<file path="src/rtl/relu_sched_pkg.sv">
// Shared types and defaults for the round-robin ReLU scheduler.
package relu_sched_pkg;

    localparam int N_REQ_DEF      = 4;
    localparam int DATA_W_DEF     = 16;
    localparam int UNIT_LAT_DEF   = 1;
    localparam int FIFO_DEPTH_DEF = 4;
    // Tag id field is sized for the largest requester count we expect to build.
    localparam int TAG_ID_W       = 8;

    typedef enum logic [1:0] {
        IDLE  = 2'd0,
        RUN   = 2'd1,
        DRAIN = 2'd2
    } state_t;

    typedef struct packed {
        logic                valid;
        logic [TAG_ID_W-1:0] id;
        logic                sign;
    } tag_t;

    function automatic logic [31:0] sat_inc(input logic [31:0] v);
        return (v == 32'hFFFF_FFFF) ? v : v + 32'd1;
    endfunction

endpackage

</file>
<file path="src/rtl/relu_res_fifo.sv">
// Synchronous result FIFO with occupancy count; DEPTH must be a power of two.
module relu_res_fifo #(
    parameter int DEPTH = 4,
    parameter int W     = 16,
    localparam int AW   = $clog2(DEPTH),
    localparam int CW   = AW + 1
) (
    input  logic          clk,
    input  logic          rst_n,
    input  logic          push,
    input  logic [W-1:0]  push_data,
    input  logic          pop,
    output logic [W-1:0]  pop_data,
    output logic [CW-1:0] count,
    output logic          empty
);

    logic [W-1:0]  mem [DEPTH];
    logic [AW-1:0] wr_ptr, rd_ptr;
    logic          do_pop;

    assign empty    = (count == '0);
    assign do_pop   = pop && !empty;
    assign pop_data = mem[rd_ptr];

    // Storage is cleared too so the head reads zero straight out of reset.
    always_ff @(posedge clk or negedge rst_n) begin
        if (!rst_n) begin
            wr_ptr <= '0;
            rd_ptr <= '0;
            count  <= '0;
            for (int i = 0; i < DEPTH; i++) mem[i] <= '0;
        end else begin
            if (push) begin
                mem[wr_ptr] <= push_data;
                wr_ptr      <= wr_ptr + AW'(1);
            end
            if (do_pop) rd_ptr <= rd_ptr + AW'(1);
            case ({push, do_pop})
                2'b10:   count <= count + CW'(1);
                2'b01:   count <= count - CW'(1);
                default: ;
            endcase
        end
    end

    a_no_overflow: assert property (@(posedge clk) disable iff (!rst_n)
        !(push && count == CW'(DEPTH)));

endmodule

</file>
<file path="src/rtl/relu_share_sched.sv">
// Round-robin scheduler sharing one pipelined ReLU unit among N_REQ requesters.
// Define ACT_STATS_EN to add saturating issue/clamp statistics counters.
module relu_share_sched
    import relu_sched_pkg::*;
#(
    parameter int N_REQ      = N_REQ_DEF,
    parameter int DATA_W     = DATA_W_DEF,
    parameter int UNIT_LAT   = UNIT_LAT_DEF,
    parameter int FIFO_DEPTH = FIFO_DEPTH_DEF,
    localparam int ID_W      = $clog2(N_REQ)
) (
    input  logic                    clk,
    input  logic                    rst_n,
    input  logic [N_REQ-1:0]        req_valid,
    input  logic [N_REQ*DATA_W-1:0] req_data,
    output logic [N_REQ-1:0]        req_ready,
    output logic [DATA_W-1:0]       unit_data_o,
    input  logic [DATA_W-1:0]       unit_data_i,
    output logic                    res_valid,
    output logic [DATA_W-1:0]       res_data,
    output logic [ID_W-1:0]         res_id,
    input  logic                    res_ready,
    input  logic                    flush_req,
    output logic                    flush_done,
    output logic                    busy
`ifdef ACT_STATS_EN
    ,
    output logic [31:0]             stat_issued,
    output logic [31:0]             stat_clamped
`endif
);

    localparam int CW = $clog2(FIFO_DEPTH) + 1;

    state_t                         state, state_nxt;
    logic [N_REQ-1:0][DATA_W-1:0]   req_op;
    logic [ID_W-1:0]                rr_ptr, gnt_idx;
    logic [ID_W:0]                  scan_idx;
    logic                           gnt_found, grant_en, grant, credit_ok;
    tag_t                           tag_pipe [UNIT_LAT];
    tag_t                           tag_in, tag_out;
    logic [CW-1:0]                  fifo_count, inflight;
    logic                           fifo_empty, push;
    logic [ID_W+DATA_W-1:0]         head;
    logic                           unused_tag;

    assign req_op = req_data;

    // Rotating priority: first valid requester at or after rr_ptr wins.
    always_comb begin
        gnt_found = 1'b0;
        gnt_idx   = '0;
        scan_idx  = '0;
        for (int k = 0; k < N_REQ; k++) begin
            scan_idx = {1'b0, rr_ptr} + (ID_W+1)'(k);
            if (scan_idx >= (ID_W+1)'(N_REQ)) scan_idx = scan_idx - (ID_W+1)'(N_REQ);
            if (!gnt_found && req_valid[scan_idx[ID_W-1:0]]) begin
                gnt_found = 1'b1;
                gnt_idx   = scan_idx[ID_W-1:0];
            end
        end
    end

    always_comb begin
        inflight = '0;
        for (int s = 0; s < UNIT_LAT; s++) inflight = inflight + CW'(tag_pipe[s].valid);
    end

    // Credits cover both operands inside the unit and results parked in the FIFO.
    assign credit_ok = (fifo_count + inflight) < CW'(FIFO_DEPTH);
    assign busy      = (inflight != '0) || !fifo_empty;
    assign grant     = rst_n && grant_en && gnt_found;
    assign req_ready = grant ? (N_REQ'(1) << gnt_idx) : '0;

    assign tag_in.valid = grant;
    assign tag_in.id    = TAG_ID_W'(gnt_idx);
    assign tag_in.sign  = req_op[gnt_idx][DATA_W-1];

    always_ff @(posedge clk or negedge rst_n) begin
        if (!rst_n) begin
            rr_ptr      <= '0;
            unit_data_o <= '0;
            for (int s = 0; s < UNIT_LAT; s++) tag_pipe[s] <= '0;
        end else begin
            if (grant) begin
                unit_data_o <= req_op[gnt_idx];
                rr_ptr      <= (gnt_idx == ID_W'(N_REQ-1)) ? '0 : gnt_idx + ID_W'(1);
            end
            tag_pipe[0] <= tag_in;
            for (int s = 1; s < UNIT_LAT; s++) tag_pipe[s] <= tag_pipe[s-1];
        end
    end

    // The last tag stage lines up with the unit result for that operand.
    assign tag_out    = tag_pipe[UNIT_LAT-1];
    assign push       = tag_out.valid;
    assign unused_tag = ^{tag_out.id[TAG_ID_W-1:ID_W], tag_out.sign};

    relu_res_fifo #(
        .DEPTH (FIFO_DEPTH),
        .W     (ID_W + DATA_W)
    ) u_fifo (
        .clk       (clk),
        .rst_n     (rst_n),
        .push      (push),
        .push_data ({tag_out.id[ID_W-1:0], unit_data_i}),
        .pop       (res_valid && res_ready),
        .pop_data  (head),
        .count     (fifo_count),
        .empty     (fifo_empty)
    );

    assign res_valid          = !fifo_empty;
    assign {res_id, res_data} = head;

    always_ff @(posedge clk or negedge rst_n) begin
        if (!rst_n) state <= IDLE;
        else        state <= state_nxt;
    end

    always_comb begin
        state_nxt = state;
        case (state)
            IDLE:    if (flush_req) state_nxt = DRAIN;
                     else if (|req_valid) state_nxt = RUN;
            RUN:     if (flush_req) state_nxt = DRAIN;
                     else if (!(|req_valid) && !busy) state_nxt = IDLE;
            DRAIN:   if (!busy) state_nxt = IDLE;
            default: state_nxt = IDLE;
        endcase
    end

    always_comb begin
        grant_en   = 1'b0;
        flush_done = 1'b0;
        case (state)
            IDLE, RUN: grant_en   = !flush_req && credit_ok;
            DRAIN:     flush_done = !busy;
            default:   ;
        endcase
    end

`ifdef ACT_STATS_EN
    always_ff @(posedge clk or negedge rst_n) begin
        if (!rst_n) begin
            stat_issued  <= '0;
            stat_clamped <= '0;
        end else if (flush_done) begin
            stat_issued  <= '0;
            stat_clamped <= '0;
        end else begin
            if (grant) stat_issued <= sat_inc(stat_issued);
            if (push && tag_out.sign && unit_data_i == '0) stat_clamped <= sat_inc(stat_clamped);
        end
    end
`endif

endmodule

</file>
<file path="config.mk">
export PLATFORM = sky130hd
export DESIGN_NAME = relu_share_sched
export DESIGN_NICKNAME = d
export VERILOG_FILES = /design/src/rtl/relu_sched_pkg.sv /design/src/rtl/relu_res_fifo.sv /design/src/rtl/relu_share_sched.sv
export SDC_FILE = /design/constraint.sdc
export NUM_CORES = 1
export LEC_CHECK = 0
export ABC_AREA = 1
export CORE_UTILIZATION = 38
export DETAILED_ROUTE_END_ITERATION = 16
export SLEW_MARGIN = 15
export SYNTH_ARGS = -nofsm -noshare
export SYNTH_HDL_FRONTEND = slang
export SYNTH_SLANG_ARGS = --single-unit
export TNS_END_PERCENT = 5
</file>
<file path="constraint.sdc">
create_clock -name clk -period 2.75 [get_ports clk]
set_input_delay 0.55 -clock clk [delete_from_list [all_inputs] [get_ports clk]]
set_output_delay 0.55 -clock clk [all_outputs]
set_load 0.02 [all_outputs]
</file>
==> results of run 1 <==
-- power groups by stage --
stage	combinational (mW)	clock, mW	sequential (mW)
after floorplan	3.30	0	2.59
after global placement	4.95	0	2.54
after detailed placement	5.01	0	2.56
after CTS	5.02	1.25	2.55
after global routing	5.70	1.31	2.63
final	5.06	1.21	2.56
-- cell families (layout without fill, tap and decap cells) --
logic type      after synthesis  after routing  synth area share (%)
fa+ha+maj                     6              6                  1.54
flops                       102            102                  47.5
buf+inv                     113            250                  8.98
compound gates              137            137                  13.3
simple gates                359            359                  28.0
xor+xnor                      4              4                 0.652
-- cell usage after synthesis, drive strengths merged (2+ instances only) --
| master | count | share of area, % |
|---|---|---|
| dfrtp | 102 | 47 |
| clkbuf | 22 | 1.5 |
| o211ai | 2 | 0.28 |
| xor2 | 3 | 0.49 |
| nand4 | 5 | 0.58 |
| nor2 | 49 | 4.0 |
| nand3 | 58 | 5.6 |
| nand2 | 246 | 18 |
| ha | 5 | 1.2 |
| a21oi | 3 | 0.28 |
| inv | 74 | 5.2 |
| buf | 16 | 2.2 |
| o21ai | 113 | 11 |
| o22ai | 18 | 2.1 |
-- area by class of cell --
cell class                      instances  area share (%)
Clock buffer                           13            3.73
Inverter                               75            3.92
Clock inverter                          2           0.225
Timing Repair Buffer                  160            20.9
Tap cell                              180            3.11
Multi-Input combinational cell        506            32.9
Sequential cell                       102            35.2
-- critical path, cell delays in order --
cell	delay [ps]
clkdlybuf4s50_1	500
inv_2	50
nand2_1	100
nand3_2	130
nand2_4	110
nor2_4	50
nand3_1	80
nand2_2	90
nor2_8	150
nand3_1	110
inv_1	60
buf_2	150
-- per-stage QoR --
stage / area (um2) / hold slack (ps) / worst slack (ps)
final: 7240 / 305 / 45.6
after detailed placement: 6910 / 468 / -472
after global routing: 7240 / 359 / -52.5
after global placement: 6910 / 461 / -404
after floorplan: 5380 / 254 / 279
after CTS: 7200 / 330 / -53.8
-- state kept, by name, summed over array words and instances, names as in the netlist --
register / count
u_fifo.mem: 72
unit_data_o: 16
u_fifo.count: 3
rr_ptr: 2
state: 2
tag_out: 2
u_fifo.rd_ptr: 2
u_fifo.wr_ptr: 2
push: 1
-- layer usage --
metal	routed length, um	global-route usage [%]	vias up
met1	6560	27.6	2278
met3	948	4.32	12
met5	0	0	-
met4	170	6.17	0
met2	6510	32.8	166
li1	-	-	2557
-- worst max-delay path by stage --
stage                             from  slack, ps  cells after the start            to
after floorplan           req_valid[3]        280                     10  req_ready[3]
after global placement    req_valid[3]       -400                     11  req_ready[3]
after detailed placement  req_valid[3]       -470                     11  req_ready[3]
after CTS                 req_valid[3]        -50                     12  req_ready[0]
after global routing      req_valid[0]        -50                     12  req_ready[0]
final                     req_valid[0]         50                     12  req_ready[1]
-- what timing repair did --
action                     CTS  global route
gates resized for setup     18            18
hold buffers                 0             0
setup endpoints to repair    4             6
setup buffers                0             2
pin swaps                    1             3
==> metrics, run 1 <==
Inst Count DP 1021; Critical R2R Capture unit_data_o[7]$_DFFE_PN0P_; Die Y 121 um; Cell Rows 43; clk buf depth 2; DR iter-0 viols 306; yosys warns 0; Initial Util 38.9%; ant diodes 0; DR vias/cell 4.83; Routed Antenna Nets 0; Power Dens Cells 1220 nW/um2; DRT Pass-1 Iters 5; RSZ-0062 raised after global routing true; Cell variety after synth 30; share of layout cells above drive strength 1 9.32%; clk slew on worst S/H paths 70 ps; Multi-input gate area 2380 um2; area grow syn2layout 34.7%; Final setup viols 0; gpl congestion 0.896; Final Max Slew Viols 0; fin cells 1038; status complete, no violations; Setup crit end kind output port; clock skew 6.51 ps; H-tree levels 3; largest net degree at the start of global routing 63; Util after Layout 52.4%; Worst Hold Class input port to async pin; DR DRC count 0; most common cell after layout, fill and taps aside nand2_1; clock latency at the later pin of the worst-skew pair 330 ps; clock network power share 13.7%; Mapped Cells 721; CP Class input port to output port; nets 948; vias in the first global route 4892; CTS buffer count 9; fmax 370 MHz; die area 14600 um2; CP max FO 4; Reg2Reg Depth 16; final worst-path cycle share 98.3%; Mean Syn Cell Area 7.46 um2; r2r startpoint rr_ptr[0]$_DFFE_PN0P_; Pleak 3.65 nW; clock sinks 102; number of enable flip-flop cells after synthesis 0; setup TNS 0 ps; Core Region 13800 um2; Die W 121 um; PortBufs 128; r2r setup slk 570 ps; synthesized flop and latch total 102; WL final 14.2 mm; Sw Ratio 44.3%; crit path launch type input port; post-DP HPWL 9.95 mm; Synthesized Nets 815; Tot Pwr 8.83 mW; endpoints failing hold 0; Worst Max-Slew Pin Slew 796 ps; register area 2550 um2; worst path required time 2200 ps; crit path DAT 2150 ps; Final min period 2700 ps; sw power 3.91 mW; first-pass GRT wire length 23.7 mm; VDD IR-drop max 0.622 mV; Worst slew margin 46.9%; ys async rst share 100%; initial antenna violation count 0; clk root buf clkbuf_16; I/O pins 129; DR vias 5013; cell internal pwr 4.91 mW; MaxCap Viol Count 0; Tot GR Track Use 20.4%; # fillers 1290; Comb pwr share 57.3%; CTS tree yes; WL/cell 13.7 um; global route overflow 0; sequential share of power 28.9%; synthesized area 5380 um2; Seq/Total Area, Yosys 47.5%; Main synth FF type dfrtp_1; commonest non-fill, non-tap cells in the layout nand2_1 (235), clkdlybuf4s50_1 (121), o21ai_0 (112)
Note: power is estimated with default switching activity, not from simulation.
==> run 2: changes to the inputs <==
--- a/config.mk
+++ b/config.mk
@@ -6,8 +6,11 @@
 export NUM_CORES = 1
 export LEC_CHECK = 0
 export ABC_AREA = 1
+export CAP_MARGIN = 10
 export CORE_UTILIZATION = 38
 export DETAILED_ROUTE_END_ITERATION = 16
+export DONT_BUFFER_PORTS = 1
+export PLACE_DENSITY = 0.5
 export SLEW_MARGIN = 15
 export SYNTH_ARGS = -nofsm -noshare
 export SYNTH_HDL_FRONTEND = slang
==> metrics, run 2 (synthesis gave the netlist of run 1 again) <==
failing checks design-rule violations, negative hold slack; Multi-input gate area 2350 um2 (was 2380 um2); crit path DAT 2060 ps (was 2150 ps); DR DRC count 1 (was 0); CP max FO 8 (was 4); MaxCap Viol Count 0 (unchanged); DR vias/cell 5.08 (was 4.83); grt met3 use 3.85% (was 4.32%); I/O pins 129 (unchanged); worst hold slack -113 ps (was 305 ps); Pleak 3.06 nW (was 3.65 nW); r2r startpoint u_fifo.count[1]$_DFFE_PN0P_ (was rr_ptr[0]$_DFFE_PN0P_); DR vias 4551 (was 5013); Final Max Slew Viols 0 (unchanged); Reg2Reg Depth 9 (was 16); Die Y 121 um (unchanged); first-pass GRT wire length 21.3 mm (was 23.7 mm); ant diodes 0 (unchanged); DRT Pass-1 Iters 11 (was 5); share of layout cells above drive strength 1 7.40% (was 9.32%); commonest non-fill, non-tap cells in the layout nand2_1 (238), o21ai_0 (112), dfrtp_1 (100) (was nand2_1 (235), clkdlybuf4s50_1 (121), o21ai_0 (112)); gpl congestion 0.852 (was 0.896); Routed Antenna Nets 0 (unchanged); WL/cell 14.3 um (was 13.7 um); VDD IR-drop max 1.09 mV (was 0.622 mV); PortBufs 0 (was 128); Cell Rows 43 (unchanged); clk buf depth 2 (unchanged); # fillers 1431 (was 1290); status complete, but fails checks (was complete, no violations); Worst Hold Class input port to async pin (unchanged); clk root buf clkbuf_16 (unchanged); Final setup viols 0 (unchanged); crit path launch type flop (was input port); GR peak layer met2 (unchanged); CTS tree yes (unchanged); final worst-path cycle share 94.8% (was 98.3%); endpoints failing hold 102 (was 0); r2r setup slk 540 ps (was 570 ps); clk slew on worst S/H paths 70 ps (about the same); area grow syn2layout 9.12% (was 34.7%); clock sinks 102 (unchanged); top flop regs u_fifo.mem x72, unit_data_o x16, u_fifo.count x3 (unchanged); initial antenna violation count 0 (unchanged); M2 GR Usage 29.4% (was 32.8%); Power Dens Cells 1350 nW/um2 (was 1220 nW/um2); fmax 384 MHz (was 370 MHz); Top reg by flops u_fifo.mem (unchanged); Tot GR Track Use 18.6% (was 20.4%); WL final 12.8 mm (was 14.2 mm); clock latency at the later pin of the worst-skew pair 350 ps (was 330 ps); clock skew 7.11 ps (was 6.51 ps); DR iter-0 viols 290 (was 306); Final min period 2610 ps (was 2700 ps); met1 Track Usage GR 25.0% (was 27.6%); most common cell after layout, fill and taps aside nand2_1 (unchanged); max reg flops 72 (unchanged); Critical R2R Capture u_fifo.count[2]$_DFFE_PN0P_ (was unit_data_o[7]$_DFFE_PN0P_); nets 805 (was 948); Core Region 13800 um2 (unchanged); die area 14600 um2 (unchanged); H-tree levels 3 (unchanged); Worst slew margin 58.6% (was 46.9%); Setup crit end kind output port (unchanged); Die W 121 um (unchanged); Tot Pwr 7.89 mW (was 8.83 mW); register area 2550 um2 (about the same); post-DP HPWL 8.41 mm (was 9.95 mm); CP Class flop to output port (was input port to output port); worst path required time 2200 ps (about the same); vias in the first global route 4239 (was 4892); global route overflow 0 (unchanged); largest net degree at the start of global routing 104 (was 63); CTS buffer count 9 (unchanged); Worst Max-Slew Pin Slew 620 ps (was 796 ps); Initial Util 38.9% (unchanged)
==> run 2: cell count changes in the layout (fill, tap and decap cells not counted), sizes merged <==
| cell | delta |
|---|---|
| clkdlybuf4s50 | -121 |
| inv | -1 |
| clkinv | +2 |
| buf | -20 |
| clkbuf | -2 |
| bufinv | +1 |
| clkinvlp | +1 |
| dlymetal6s2s | -2 |
==> run 2: final cells by class <==
class,count,share of cell area (%)
repair buffers,17,2.39
clock buffers,11,4.14
flip-flops and latches,102,43.5
well taps,180,3.84
clock inverters,5,1.00
inverters,75,5.05
multi-input cells,506,40.0
==> run 2: how the worst max path moves through the flow <==
stage,from,to,cells after the start
global placement,rr_ptr[0]$_DFFE_PN0P_,req_ready[0],12
finish,rr_ptr[0]$_DFFE_PN0P_,req_ready[3],11
detailed placement,rr_ptr[0]$_DFFE_PN0P_,req_ready[2],12
floorplan,req_valid[3],req_ready[3],10
CTS,rr_ptr[0]$_DFFE_PN0P_,req_ready[2],11
global route,rr_ptr[0]$_DFFE_PN0P_,req_ready[0],11
==> run 2: power by group <==
group / internal (mW) / switching (mW)
Clock: 0.731 / 0.564
Sequential: 2.16 / 0.527
Combinational: 1.27 / 2.64
==> run 2: worst max-delay path: stages (launching register included) <==
cell and delay, ps:
dfrtp_2 460, buf_12 150, nand2_2 60, nand2_2 80, nand2_1 100, nand2_2 70, nor2_4 110, nand3_4 100
nor2_4 180, nor2_8 70, nor3_1 140, buf_4 170
==> run 2: what timing repair did <==
item                                   4_1_cts  5_1_grt
pin swaps                                    1        1
endpoints found under the hold margin      102      102
setup buffers                                1        1
setup endpoints to repair                    4        4
resized for setup                            2        7
==> run 2: routing by layer <==
metal / routed length (um) / share of wire [%] / vias to the layer above
met5: 0 / 0 / -
met4: 172 / 1.3 / 0
met3: 686 / 5.3 / 10
met2: 5960 / 46 / 146
met1: 6020 / 47 / 2111
li1: - / - / 2284
==> run 2: stage by stage <==
step	setup TNS, ps	worst slack (ps)	std cells	utilization, %	cell area, um2
after detailed placement	0	215	878	39.9	5520
after global routing	-0.231	-0.231	896	42.4	5870
after floorplan	0	279	721	-	5380
final	0	144	896	42.4	5870
after CTS	0	4.06	895	42.2	5830
after global placement	0	281	878	39.9	5520
==> run 3: changes to the inputs <==
--- a/config.mk
+++ b/config.mk
@@ -6,7 +6,8 @@
 export NUM_CORES = 1
 export LEC_CHECK = 0
 export ABC_AREA = 1
-export CAP_MARGIN = 10
+export CAP_MARGIN = 25
+export CORE_ASPECT_RATIO = 0.7
 export CORE_UTILIZATION = 38
 export DETAILED_ROUTE_END_ITERATION = 16
 export DONT_BUFFER_PORTS = 1
==> metrics, run 3 (synthesis gave the netlist of run 1 again) <==
Final min period 2680 ps (was 2610 ps); Worst slew margin 58.0% (was 58.6%); first-pass GRT wire length 21.6 mm (was 21.3 mm); worst path required time 2200 ps (about the same); gpl congestion 0.832 (was 0.852); Comb pwr share 51.3% (was 49.5%); Worst Hold Class input port to async pin (unchanged); CP max FO 6 (was 8); clock network power share 14.8% (was 16.4%); clock skew 6.96 ps (was 7.11 ps); DR DRC count 0 (was 1); Initial Util 39.9% (was 38.9%); area grow syn2layout 11.6% (was 9.12%); most common cell after layout, fill and taps aside nand2_1 (unchanged); H-tree levels 3 (unchanged); global route overflow 0 (unchanged); largest net degree at the start of global routing 104 (unchanged); Util after Layout 44.5% (was 42.4%); met1 Track Usage GR 26.2% (was 25.0%); I/O pins 129 (unchanged); GR peak layer met2 (unchanged); # fillers 1392 (was 1431); DR vias 4544 (was 4551); crit path launch type flop (unchanged); endpoints failing hold 102 (unchanged); final worst-path cycle share 97.4% (was 94.8%); Pleak 3.13 nW (was 3.06 nW); clk buf depth 2 (unchanged); Routed Antenna Nets 0 (unchanged); Setup crit end kind output port (unchanged); WL/cell 14.4 um (was 14.3 um); worst hold slack -92.9 ps (was -113 ps); cell internal pwr 4.29 mW (was 4.16 mW); initial antenna violation count 0 (unchanged); clock latency at the later pin of the worst-skew pair 340 ps (was 350 ps); Final setup viols 0 (unchanged); ant diodes 0 (unchanged); post-DP HPWL 8.68 mm (was 8.41 mm); status complete, but fails checks (unchanged); Power Dens Cells 1350 nW/um2 (about the same); Place WS 179 ps (was 215 ps); DR vias/cell 4.98 (was 5.08); sequential share of power 33.9% (was 34.1%); Tot Pwr 8.09 mW (was 7.89 mW); fmax 373 MHz (was 384 MHz); vias in the first global route 4313 (was 4239); clk slew on worst S/H paths 70 ps (about the same); Tot GR Track Use 18.9% (was 18.6%); WL final 13.2 mm (was 12.8 mm); commonest non-fill, non-tap cells in the layout nand2_1 (232), o21ai_0 (112), dfrtp_1 (99) (was nand2_1 (238), o21ai_0 (112), dfrtp_1 (100)); grt met3 use 5.39% (was 3.85%); Sw Ratio 47.0% (was 47.3%); DRT Pass-1 Iters 4 (was 11); share of layout cells above drive strength 1 9.89% (was 7.40%); CTS tree yes (unchanged); MaxCap Viol Count 0 (unchanged); register area 2560 um2 (was 2550 um2); crit path DAT 2130 ps (was 2060 ps); Multi-input gate area 2400 um2 (was 2350 um2); top flop regs u_fifo.mem x72, unit_data_o x16, u_fifo.count x3 (unchanged); clk root buf clkbuf_16 (unchanged); CTS buffer count 9 (unchanged); RSZ-0062 raised after global routing true; Final Max Slew Viols 0 (unchanged); Die Y 102 um (was 121 um); VDD IR-drop max 0.482 mV (was 1.09 mV); clock sinks 102 (unchanged); DR iter-0 viols 259 (was 290); failing checks negative hold slack (was design-rule violations, negative hold slack); sw power 3.80 mW (was 3.73 mW); PortBufs 0 (unchanged); Top reg by flops u_fifo.mem (unchanged); Core Region 13500 um2 (was 13800 um2); Cell Rows 35 (was 43); die area 14600 um2 (about the same); nets 817 (was 805); worst setup margin 71.0 ps (was 144 ps); Worst Max-Slew Pin Slew 630 ps (was 620 ps); M2 GR Usage 29.0% (was 29.4%); Die W 144 um (was 121 um); max reg flops 72 (unchanged); CP Class flop to output port (unchanged)
## run 3: metal layers
layer | up-vias | part of all wire [%] | wire length, um
li1 | 2297 | - | -
met2 | 105 | 43 | 5710
met4 | 0 | 1.2 | 157
met3 | 13 | 6.5 | 850
met1 | 2129 | 49 | 6460
met5 | - | 0 | 0
## run 3: per-stage QoR
step                hold WS (ps)  std cells  area [um2]  setup TNS, ps
CTS                         -112        905        5860          -6.61
detailed placement           258        886        5560              0
finish                     -92.9        913        6000              0
global route                -119        913        6000           -126
floorplan                    254        721        5380              0
global placement             257        886        5560              0
## run 3: layout make-up
| type | instances | area share (%) |
|---|---|---|
| Multi-Input combinational cell | 506 | 40.0 |
| Timing Repair Buffer | 29 | 4.09 |
| Tap cell | 185 | 3.86 |
| Inverter | 75 | 4.82 |
| Clock inverter | 2 | 0.271 |
| Clock buffer | 14 | 4.40 |
| Sequential cell | 102 | 42.6 |
## run 3: worst paths after layout
| path | startpoint | to | slack (ps) | depth (start not counted) |
|---|---|---|---|---|
| max | rr_ptr[1]$_DFFE_PN0P_ | req_ready[3] | 70 | 12 |
| min | rst_n | state[1]$_DFFE_PN0P_ | -90 | 0 |
| max reg2reg | u_fifo.count[0]$_DFFE_PN0P_ | u_fifo.count[2]$_DFFE_PN0P_ | 560 | 9 |
| min reg2reg | u_fifo.mem[51]$_DFFE_PN0P_ | u_fifo.mem[51]$_DFFE_PN0P_ | 480 | 2 |
| max in group asynchronous | rst_n | rr_ptr[0]$_DFFE_PN0P_ | 2640 | 0 |
| min in group clk | flush_req | state[1]$_DFFE_PN0P_ | 360 | 2 |
## run 3: critical path, cell delays in order, from the launching register on
cell,delay [ps]
dfrtp_2,440
inv_2,90
nand2_1,120
nand2_4,80
nand2_2,70
nand2_2,60
nor2_4,140
nand3_4,100
nor2_4,170
nor2_8,70
buf_6,130
nor3_4,170
buf_6,140
## run 3: repair_timing
action,in CTS,in global routing
endpoints found under the setup margin,4,3
buffers inserted,3,8
gates resized for setup,3,23
pin swaps,1,9
cloned,0,0
endpoints found under the hold margin,102,102
## run 3: power by group through the flow
stage / registers (mW) / clock network [mW] / logic, mW
5_1_grt: 2.83 / 1.31 / 4.73
2_1_floorplan: 2.59 / 0 / 3.30
3_5_place_dp: 2.76 / 0 / 3.84
3_3_place_gp: 2.75 / 0 / 3.79
6_report: 2.74 / 1.19 / 4.15
4_1_cts: 2.75 / 1.26 / 3.94
